`src/rtl/calc_pkg.sv`:
```
// Shared types, status encodings and active-low 7-segment glyphs for the calculator display path.
package calc_pkg;

    localparam logic [1:0] ST_ERRO    = 2'b00;
    localparam logic [1:0] ST_OCUPADO = 2'b01;
    localparam logic [1:0] ST_PRONTO  = 2'b10;

    localparam int NUM_DIGITS = 8;

    typedef logic [3:0] digit_t;
    typedef logic [6:0] glyph_t;

    // Bit order {a,b,c,d,e,f,g}; a cleared bit lights the segment.
    localparam glyph_t GLYPH_0     = 7'b0000001;
    localparam glyph_t GLYPH_1     = 7'b1001111;
    localparam glyph_t GLYPH_2     = 7'b0010010;
    localparam glyph_t GLYPH_3     = 7'b0000110;
    localparam glyph_t GLYPH_4     = 7'b1001100;
    localparam glyph_t GLYPH_5     = 7'b0100100;
    localparam glyph_t GLYPH_6     = 7'b0100000;
    localparam glyph_t GLYPH_7     = 7'b0001111;
    localparam glyph_t GLYPH_8     = 7'b0000000;
    localparam glyph_t GLYPH_9     = 7'b0000100;
    localparam glyph_t GLYPH_E     = 7'b0110000;
    localparam glyph_t GLYPH_R     = 7'b1111010;
    localparam glyph_t GLYPH_O     = 7'b1100010;
    localparam glyph_t GLYPH_BLANK = 7'b1111111;

endpackage

```
`src/rtl/calc_display_seg7_decode.sv`:
```
// Combinational digit-to-glyph decoder; in error mode the digit input carries the
// scan position and selects the "Erro" letters (positions 0..3 = o, r, r, E).
module seg7_decode
    import calc_pkg::*;
(
    input  digit_t digit_i,
    input  logic   blank_i,
    input  logic   err_sel_i,
    output glyph_t seg_o
);

    always_comb begin
        seg_o = GLYPH_BLANK;
        if (err_sel_i) begin
            case (digit_i)
                4'd0:       seg_o = GLYPH_O;
                4'd1, 4'd2: seg_o = GLYPH_R;
                4'd3:       seg_o = GLYPH_E;
                default:    seg_o = GLYPH_BLANK;
            endcase
        end else if (!blank_i) begin
            case (digit_i)
                4'd0:    seg_o = GLYPH_0;
                4'd1:    seg_o = GLYPH_1;
                4'd2:    seg_o = GLYPH_2;
                4'd3:    seg_o = GLYPH_3;
                4'd4:    seg_o = GLYPH_4;
                4'd5:    seg_o = GLYPH_5;
                4'd6:    seg_o = GLYPH_6;
                4'd7:    seg_o = GLYPH_7;
                4'd8:    seg_o = GLYPH_8;
                4'd9:    seg_o = GLYPH_9;
                default: seg_o = GLYPH_BLANK;
            endcase
        end
    end

endmodule

```
`src/rtl/calc_display.sv`:
```
// Captures calculator digit writes into a shadow frame, commits it on busy->ready,
// and scans the committed digits onto common-anode 7-segment displays (1-cycle output latency, no backpressure).
module calc_display
    import calc_pkg::*;
#(
    parameter int REFRESH_DIV = 50000,
    parameter bit BLANK_LZ    = 1'b1
) (
    input  logic       clock,
    input  logic       reset,
    input  logic [1:0] status,
    input  logic [3:0] pos,
    input  logic [3:0] data,
    output logic [6:0] seg,
    output logic [7:0] an,
    output logic       err,
    output logic       shown
);

    localparam int DIV_W = $clog2(REFRESH_DIV);

    digit_t           shadow_q [NUM_DIGITS];
    digit_t           disp_q   [NUM_DIGITS];
    logic [1:0]       status_q;
    logic             err_q;
    logic             shown_q;
    logic [DIV_W-1:0] div_q, div_d;
    logic [2:0]       idx_q, idx_d;
    glyph_t           seg_q, seg_d;
    logic [7:0]       an_q;

    logic                  wr_en;
    logic                  commit;
    logic [NUM_DIGITS-1:0] lz_blank;
    logic                  above_empty;
    digit_t                dec_digit;

    assign wr_en  = (status == ST_OCUPADO) && !pos[3];
    // Ready is any status with bit 1 set (reserved 11 behaves as ready).
    assign commit = (status_q == ST_OCUPADO) && status[1] && !err_q;

    always_comb begin
        div_d = div_q + 1'b1;
        idx_d = idx_q;
        if (div_q == DIV_W'(REFRESH_DIV - 1)) begin
            div_d = '0;
            idx_d = idx_q + 3'd1;
        end
    end

    // Walk down from the top digit; a zero is blanked while everything above it is zero or blank.
    always_comb begin
        lz_blank    = '0;
        above_empty = 1'b1;
        for (int i = NUM_DIGITS - 1; i > 0; i--) begin
            lz_blank[i] = BLANK_LZ && (disp_q[i] == 4'd0) && above_empty;
            above_empty = above_empty && ((disp_q[i] == 4'd0) || (disp_q[i] >= 4'd10));
        end
    end

    assign dec_digit = err_q ? digit_t'({1'b0, idx_q}) : disp_q[idx_q];

    seg7_decode u_dec (
        .digit_i   (dec_digit),
        .blank_i   (lz_blank[idx_q]),
        .err_sel_i (err_q),
        .seg_o     (seg_d)
    );

    always_ff @(posedge clock or negedge reset) begin
        if (!reset) begin
            for (int i = 0; i < NUM_DIGITS; i++) begin
                shadow_q[i] <= '0;
                disp_q[i]   <= '0;
            end
            status_q <= ST_ERRO;
            err_q    <= 1'b0;
            shown_q  <= 1'b0;
            div_q    <= '0;
            idx_q    <= '0;
            seg_q    <= GLYPH_BLANK;
            an_q     <= 8'hFF;
        end else begin
            if (wr_en) begin
                shadow_q[pos[2:0]] <= data;
            end
            if (commit) begin
                for (int i = 0; i < NUM_DIGITS; i++) begin
                    disp_q[i] <= shadow_q[i];
                end
            end
            status_q <= status;
            err_q    <= err_q | (status == ST_ERRO);
            shown_q  <= commit;
            div_q    <= div_d;
            idx_q    <= idx_d;
            seg_q    <= seg_d;
            an_q     <= ~(8'd1 << idx_q);
        end
    end

    assign seg   = seg_q;
    assign an    = an_q;
    assign err   = err_q;
    assign shown = shown_q;

endmodule
```
`config.mk`:
```
export PLATFORM = sky130hd
export DESIGN_NAME = calc_display
export DESIGN_NICKNAME = d
export VERILOG_FILES = /design/src/rtl/calc_pkg.sv /design/src/rtl/calc_display_seg7_decode.sv /design/src/rtl/calc_display.sv
export SDC_FILE = /design/constraint.sdc
export NUM_CORES = 1
export LEC_CHECK = 0
export CAP_MARGIN = 40
export CORE_MARGIN = 2
export CORE_UTILIZATION = 42
export DETAILED_ROUTE_END_ITERATION = 8
export SYNTH_ARGS = -nofsm -noshare
export SYNTH_HDL_FRONTEND = slang
export SYNTH_SLANG_ARGS = --single-unit
```
`constraint.sdc`:
```
create_clock -name clock -period 5.3 [get_ports clock]
set_input_delay 1.59 -clock clock [delete_from_list [all_inputs] [get_ports clock]]
set_output_delay 1.59 -clock clock [all_outputs]
set_load 0.05 [all_outputs]
```
==> results of run 1 <==
routing by layer:
metal	vias up	share of wire, %
li1	1343	-
met3	8	3.1
met5	-	0
met4	0	1.2
met1	1466	50
met2	54	46
power breakdown:
group          switching, mW  internal, mW  total (mW)
logic                 0.0410        0.0548      0.0959
registers             0.0287         0.830       0.859
clock network          0.261         0.215       0.476
cell families after synthesis:
kind of cell	share of synthesized area (%)
buf+inv	2.49
xor+xnor	3.00
simple gates	10.2
flops	55.0
fa+ha+maj	3.48
compound gates	5.28
mux	20.6
stage by stage:
| stage | utilization [%] | setup slack (ns) | hold slack [ns] | cells | instance area (um^2) |
|---|---|---|---|---|---|
| finish | 48.9 | 1.71 | 0.463 | 536 | 5300 |
| global route | 48.9 | 1.61 | 0.489 | 536 | 5300 |
| CTS | 48.9 | 1.68 | 0.467 | 536 | 5300 |
| detailed placement | 47.2 | 1.64 | 0.443 | 521 | 5120 |
| global placement | 46.8 | 1.44 | 0.441 | 518 | 5070 |
| floorplan | - | 2.41 | 0.425 | 362 | 4670 |
sequential cells by signal, summed over array words and instances (netlist names):
name      flops
disp_q       32
idx_q         3
err           1
shown         1
shadow_q     32
an            8
div_q        16
status_q      2
seg           7
final cells by class:
class | count | area share [%]
multi-input cells | 237 | 37.7
clock inverters | 6 | 1.16
flip-flops and latches | 102 | 48.5
clock buffers | 9 | 2.34
repair buffers | 33 | 6.35
well taps | 140 | 3.30
inverters | 9 | 0.637
path summary, 6_finish.rpt:
path	from	end	slack, ns	cells after the start
hold reg to reg	div_q[0]$_DFF_PN0_	div_q[0]$_DFF_PN0_	0.46	1
hold / removal	div_q[0]$_DFF_PN0_	div_q[0]$_DFF_PN0_	0.46	1
setup / recovery	err$_DFF_PN0_	err	1.71	1
max in group asynchronous	reset	seg[2]$_DFF_PN1_	3.48	2
min in group asynchronous	reset	idx_q[0]$_DFFE_PN0N_	1.20	1
setup reg to reg	idx_q[1]$_DFFE_PN0N_	seg[0]$_DFF_PN1_	2.25	10
cells in the final DEF, fill, tap and decap left out, drive strengths merged, types with 10 or more instances in the layout:
cell / Yosys / final
dfrtp: 87 / 87
mux2: 67 / 67
clkdlybuf4s50: 0 / 27
nor2: 23 / 23
nand2: 22 / 22
dfstp: 15 / 15
ha: 13 / 13
nand3: 10 / 10
xor2: 10 / 10
==> impl_metrics.env, run 1 <==
export IMPL_n_antenna_cell=0
export IMPL_nets=417
export IMPL_hp_class="flop to flop"
export IMPL_overflow=0
export IMPL_placementRows=38
export IMPL_cts_sinks=102
export IMPL_power_total_mw=1.43
export IMPL_worstPathArrival_ns=2.00
export IMPL_yosysWarnings=0
export IMPL_postCtsSetupBuffers=0
export IMPL_required_ns=3.71
export IMPL_clock_latency_ns=0.37
export IMPL_drv_cap=0
export IMPL_clock_root_buffer="clkbuf_8"
export IMPL_yosysMostFrequentCell="dfrtp_1"
export IMPL_start_kind="flop"
export IMPL_worstMarginPinSlew_ns=0.754
export IMPL_antenna_found_initial=0
export IMPL_synth_commonest_cells="dfrtp_1 (87), mux2_2 (67), nand2_1 (22), nor2_1 (22), dfstp_2 (15)"
export IMPL_num_io_pins=29
export IMPL_cp_max_fo=14
export IMPL_met2_usage_pct=25.9
export IMPL_drv_slew=0
export IMPL_slowest_stage="clkdlybuf4s50_1"
export IMPL_viasPerCell=5.36
export IMPL_syn_nets=387
export IMPL_end_kind="output port"
export IMPL_min_period_ns=3.59
export IMPL_clockBufferDepth=2
export IMPL_power_density_mw_per_mm2=270
export IMPL_synth_area_mm2=0.00467
export IMPL_grt_use_met1_pct=24.7
export IMPL_hpwl_mm=6.49
export IMPL_async_flop_share_pct=100
export IMPL_syn2layout_area_growth_pct=13.5
export IMPL_slew_headroom_pct=49.0
export IMPL_routabilityCongestion=0.822
export IMPL_multiInputGateArea_mm2=0.00200
export IMPL_cts_max_level=3
export IMPL_die_h_um=109
export IMPL_cpPeakStageDelay_ns=0.92
export IMPL_detail_route_first_pass_iterations=4
export IMPL_yosysTopAreaCell="dfrtp_1"
export IMPL_syn_avg_cell_area_um2=12.9
export IMPL_p_leak_nw=2.42
export IMPL_totalWireLength_mm=9.14
export IMPL_drcViolationCount=0
export IMPL_synth_edf_count=0
export IMPL_grt_max_degree=47
export IMPL_vias=2871
export IMPL_synth_seq_cells=102
export IMPL_grt_busiest_layer="met2"
export IMPL_drtIter0Drc=138
export IMPL_setup_viol=0
export IMPL_crit_family="buffers and inverters"
export IMPL_dieArea_mm2=0.0120
export IMPL_syn_inst=362
export IMPL_drtAntennaViolNets=0
export IMPL_fin_tns_setup_ns=0
export IMPL_seqCellArea_mm2=0.00257
export IMPL_synth_area_leaders="dfrtp_1 (47%), mux2_2 (16%), dfstp_2 (8.4%), ha_1 (3.5%), mux2i_1 (1.9%)"
export IMPL_fin_skew_ns=0.00705
export IMPL_tritoncts="done"
export IMPL_wl_per_cell_um=17.1
export IMPL_cts_resized=0
export IMPL_seq_area_frac_synth_pct=55.0
export IMPL_rsz0062_at_grt="false"
export IMPL_cts_clk_slew_worst_paths_ns=0.09
export IMPL_status="complete, no violations"
export IMPL_fin_crit_sh_pct=67.7
export IMPL_ys_flop_type="dfrtp_1"
export IMPL_io_buffers=28
export IMPL_worstSetupPathType="flop to output port"
export IMPL_initial_utilization_pct=43.1
export IMPL_die_w_um=109
export IMPL_synth_top_area_share_pct=46.6
export IMPL_ir_drop_mv=0.119
export IMPL_report_final_hold_viol_count=0
export IMPL_nFillCells=993
export IMPL_grt_pass1_vias=2961
export IMPL_critPathBufInv=1
export IMPL_holdBufCountCts=0
export IMPL_drive_gt1_share_pct=29.0
export IMPL_grt_pass1_wl_mm=15.6
export IMPL_use_met3_pct=3.91
export IMPL_grt_usage_pct=17.2
export IMPL_yosysUniqueCellTypes=47
export IMPL_crit_chain="clkdlybuf4s50_1"
export IMPL_numCtsBuffers=9
export IMPL_core_area_mm2=0.0108
export IMPL_fmax_mhz=279
No activity file was read; power rests on OpenSTA's default activity.
==> run 2, diff against run 1 <==
==> constraint.sdc (replaced) <==
create_clock -name clock -period 3 [get_ports clock]
set_input_delay 0.9 -clock clock [delete_from_list [all_inputs] [get_ports clock]]
set_output_delay 0.9 -clock clock [all_outputs]
set_load 0.05 [all_outputs]
==> run 2 against run 1 <==
Against the previous run: die area did not move; largest power group unchanged; non-clock buffer count rose by 5; register-to-register slack got worse by 1.8 ns; via count fell by 0.38%; critical endpoint unchanged; hold slack improved by 0.0027 ns.
==> impl_metrics.env, run 2 (synthesized netlist as in run 1, its figures left out) <==
export IMPL_postCtsSetupBuffers=0
export IMPL_n_antenna_cell=0
export IMPL_vias=2860
export IMPL_crit_family="buffers and inverters"
export IMPL_place_ws_ns=0.387
export IMPL_crit_chain="clkdlybuf4s50_1"
export IMPL_drtIter0Drc=146
export IMPL_clock_latency_ns=0.39
export IMPL_numCtsBuffers=9
export IMPL_end_kind="output port"
export IMPL_grt_usage_pct=17.3
export IMPL_slew_headroom_pct=64.6
export IMPL_grt_pass1_wl_mm=15.4
export IMPL_final_common_cell="dfrtp_1"
export IMPL_fin_skew_ns=0.0176
export IMPL_detail_route_first_pass_iterations=4
export IMPL_nets=422
export IMPL_critPathBufInv=1
export IMPL_ir_drop_mv=0.266
export IMPL_largestRegisters="disp_q x32, shadow_q x32, div_q x16"
export IMPL_grt_pass1_vias=2907
export IMPL_cts_max_level=3
export IMPL_pwr_share_clk_pct=32.5
export IMPL_die_h_um=109
export IMPL_clock_root_buffer="clkbuf_8"
export IMPL_cts_resized=0
export IMPL_overflow=0
export IMPL_final_cells=542
export IMPL_fin_tns_setup_ns=0
export IMPL_initial_utilization_pct=43.1
export IMPL_report_final_hold_viol_count=0
export IMPL_min_period_ns=2.80
export IMPL_grt_max_degree=50
export IMPL_hpwl_mm=6.60
export IMPL_seqPwrFrac_pct=60.7
export IMPL_totalWireLength_mm=9.27
export IMPL_switching_power_mw=0.621
export IMPL_tritoncts="done"
export IMPL_p_sw_share_pct=24.9
export IMPL_io_buffers=28
export IMPL_rsz0062_at_grt="false"
export IMPL_routabilityCongestion=0.891
export IMPL_num_io_pins=29
export IMPL_fmax_mhz=358
export IMPL_nFillCells=987
export IMPL_slowest_stage="clkdlybuf4s50_1"
export IMPL_drv_cap=0
export IMPL_antenna_found_initial=0
export IMPL_power_density_mw_per_mm2=467
export IMPL_p_comb_share_pct=6.8
export IMPL_final_cell_mix="dfrtp_1 (87), mux2_2 (67), clkdlybuf4s50_1 (27)"
export IMPL_drv_slew=0
export IMPL_cp_max_fo=11
export IMPL_placementRows=38
export IMPL_cpPeakStageDelay_ns=0.89
export IMPL_die_w_um=109
export IMPL_p_leak_nw=2.44
export IMPL_worstMarginPinSlew_ns=0.526
export IMPL_worstSetupPathType="flop to output port"
export IMPL_fin_crit_sh_pct=93.2
export IMPL_internal_power_mw=1.87
export IMPL_cts_sinks=102
export IMPL_worst_slack_ns=0.203
export IMPL_wl_per_cell_um=17.1
export IMPL_viasPerCell=5.28
export IMPL_clockBufferDepth=2
export IMPL_status="complete, no violations"
export IMPL_start_kind="flop"
export IMPL_dieArea_mm2=0.0120
export IMPL_core_area_mm2=0.0108
export IMPL_worstPathArrival_ns=1.90
export IMPL_drcViolationCount=0
export IMPL_syn2layout_area_growth_pct=14.2
export IMPL_required_ns=2.10
export IMPL_dp_cells=526
export IMPL_drive_gt1_share_pct=30.1
export IMPL_cts_clk_slew_worst_paths_ns=0.11
export IMPL_holdBufCountCts=0
export IMPL_drtAntennaViolNets=0
export IMPL_post_route_util_pct=49.2
export IMPL_setup_viol=0
export IMPL_hp_class="primary input to asynchronous set/reset pin"
==> run 2: final timing paths <==
path / startpoint / to / slack [ns] / cells after the start
max: err$_DFF_PN0_ / err / 0.20 / 1
min: reset / disp_q[11]$_DFFE_PN0P_ / 0.47 / 1
max reg2reg: idx_q[2]$_DFFE_PN0N_ / seg[0]$_DFF_PN1_ / 0.45 / 9
min reg2reg: div_q[2]$_DFF_PN0_ / div_q[2]$_DFF_PN0_ / 0.49 / 1
max in group asynchronous: reset / seg[0]$_DFF_PN1_ / 1.87 / 2
min in group clock: div_q[2]$_DFF_PN0_ / div_q[2]$_DFF_PN0_ / 0.49 / 1
==> run 2: through the flow <==
step                hold slack, ns  cell area, um^2  power [mW]
floorplan                    0.425             4670        1.62
global placement             0.440             5150        1.70
detailed placement           0.457             5150        1.71
CTS                          0.473             5340        2.53
global route                 0.486             5340        2.62
finish                       0.465             5340        2.49
==> run 2: metal layers <==
metal / GRT usage (%) / vias up / wire length (um)
li1: - / 1356 / -
met1: 24.1 / 1432 / 4430
met2: 26.2 / 54 / 4260
met3: 4.27 / 18 / 379
met4: 6.60 / 0 / 206
met5: 0 / - / 0
==> run 2: power groups by stage <==
stage               registers (mW)  logic (mW)  clock network [mW]
floorplan                     1.52       0.101                   0
global placement              1.54       0.166                   0
detailed placement            1.54       0.174                   0
CTS                           1.51       0.174               0.844
global route                  1.53       0.189               0.909
finish                        1.51       0.169               0.811
==> run 2: layout make-up <==
cell class / count / area, um^2 / area share (%)
clock inverters: 7 / 57.6 / 1.08
flip-flops and latches: 102 / 2570 / 48.2
multi-input cells: 237 / 2000 / 37.5
inverters: 9 / 33.8 / 0.633
well taps: 140 / 175 / 3.28
clock buffers: 9 / 124 / 2.32
repair buffers: 38 / 375 / 7.03
==> run 3, diff against run 2 <==
--- a/config.mk
+++ b/config.mk
@@ -9,6 +9,8 @@
 export CORE_MARGIN = 2
 export CORE_UTILIZATION = 42
 export DETAILED_ROUTE_END_ITERATION = 8
+export SETUP_SLACK_MARGIN = 0.1
 export SYNTH_ARGS = -nofsm -noshare
 export SYNTH_HDL_FRONTEND = slang
 export SYNTH_SLANG_ARGS = --single-unit
+export TNS_END_PERCENT = 5
==> results of run 3 <==
Same layout as run 2: the final DEF is identical, and so are final timing and power.
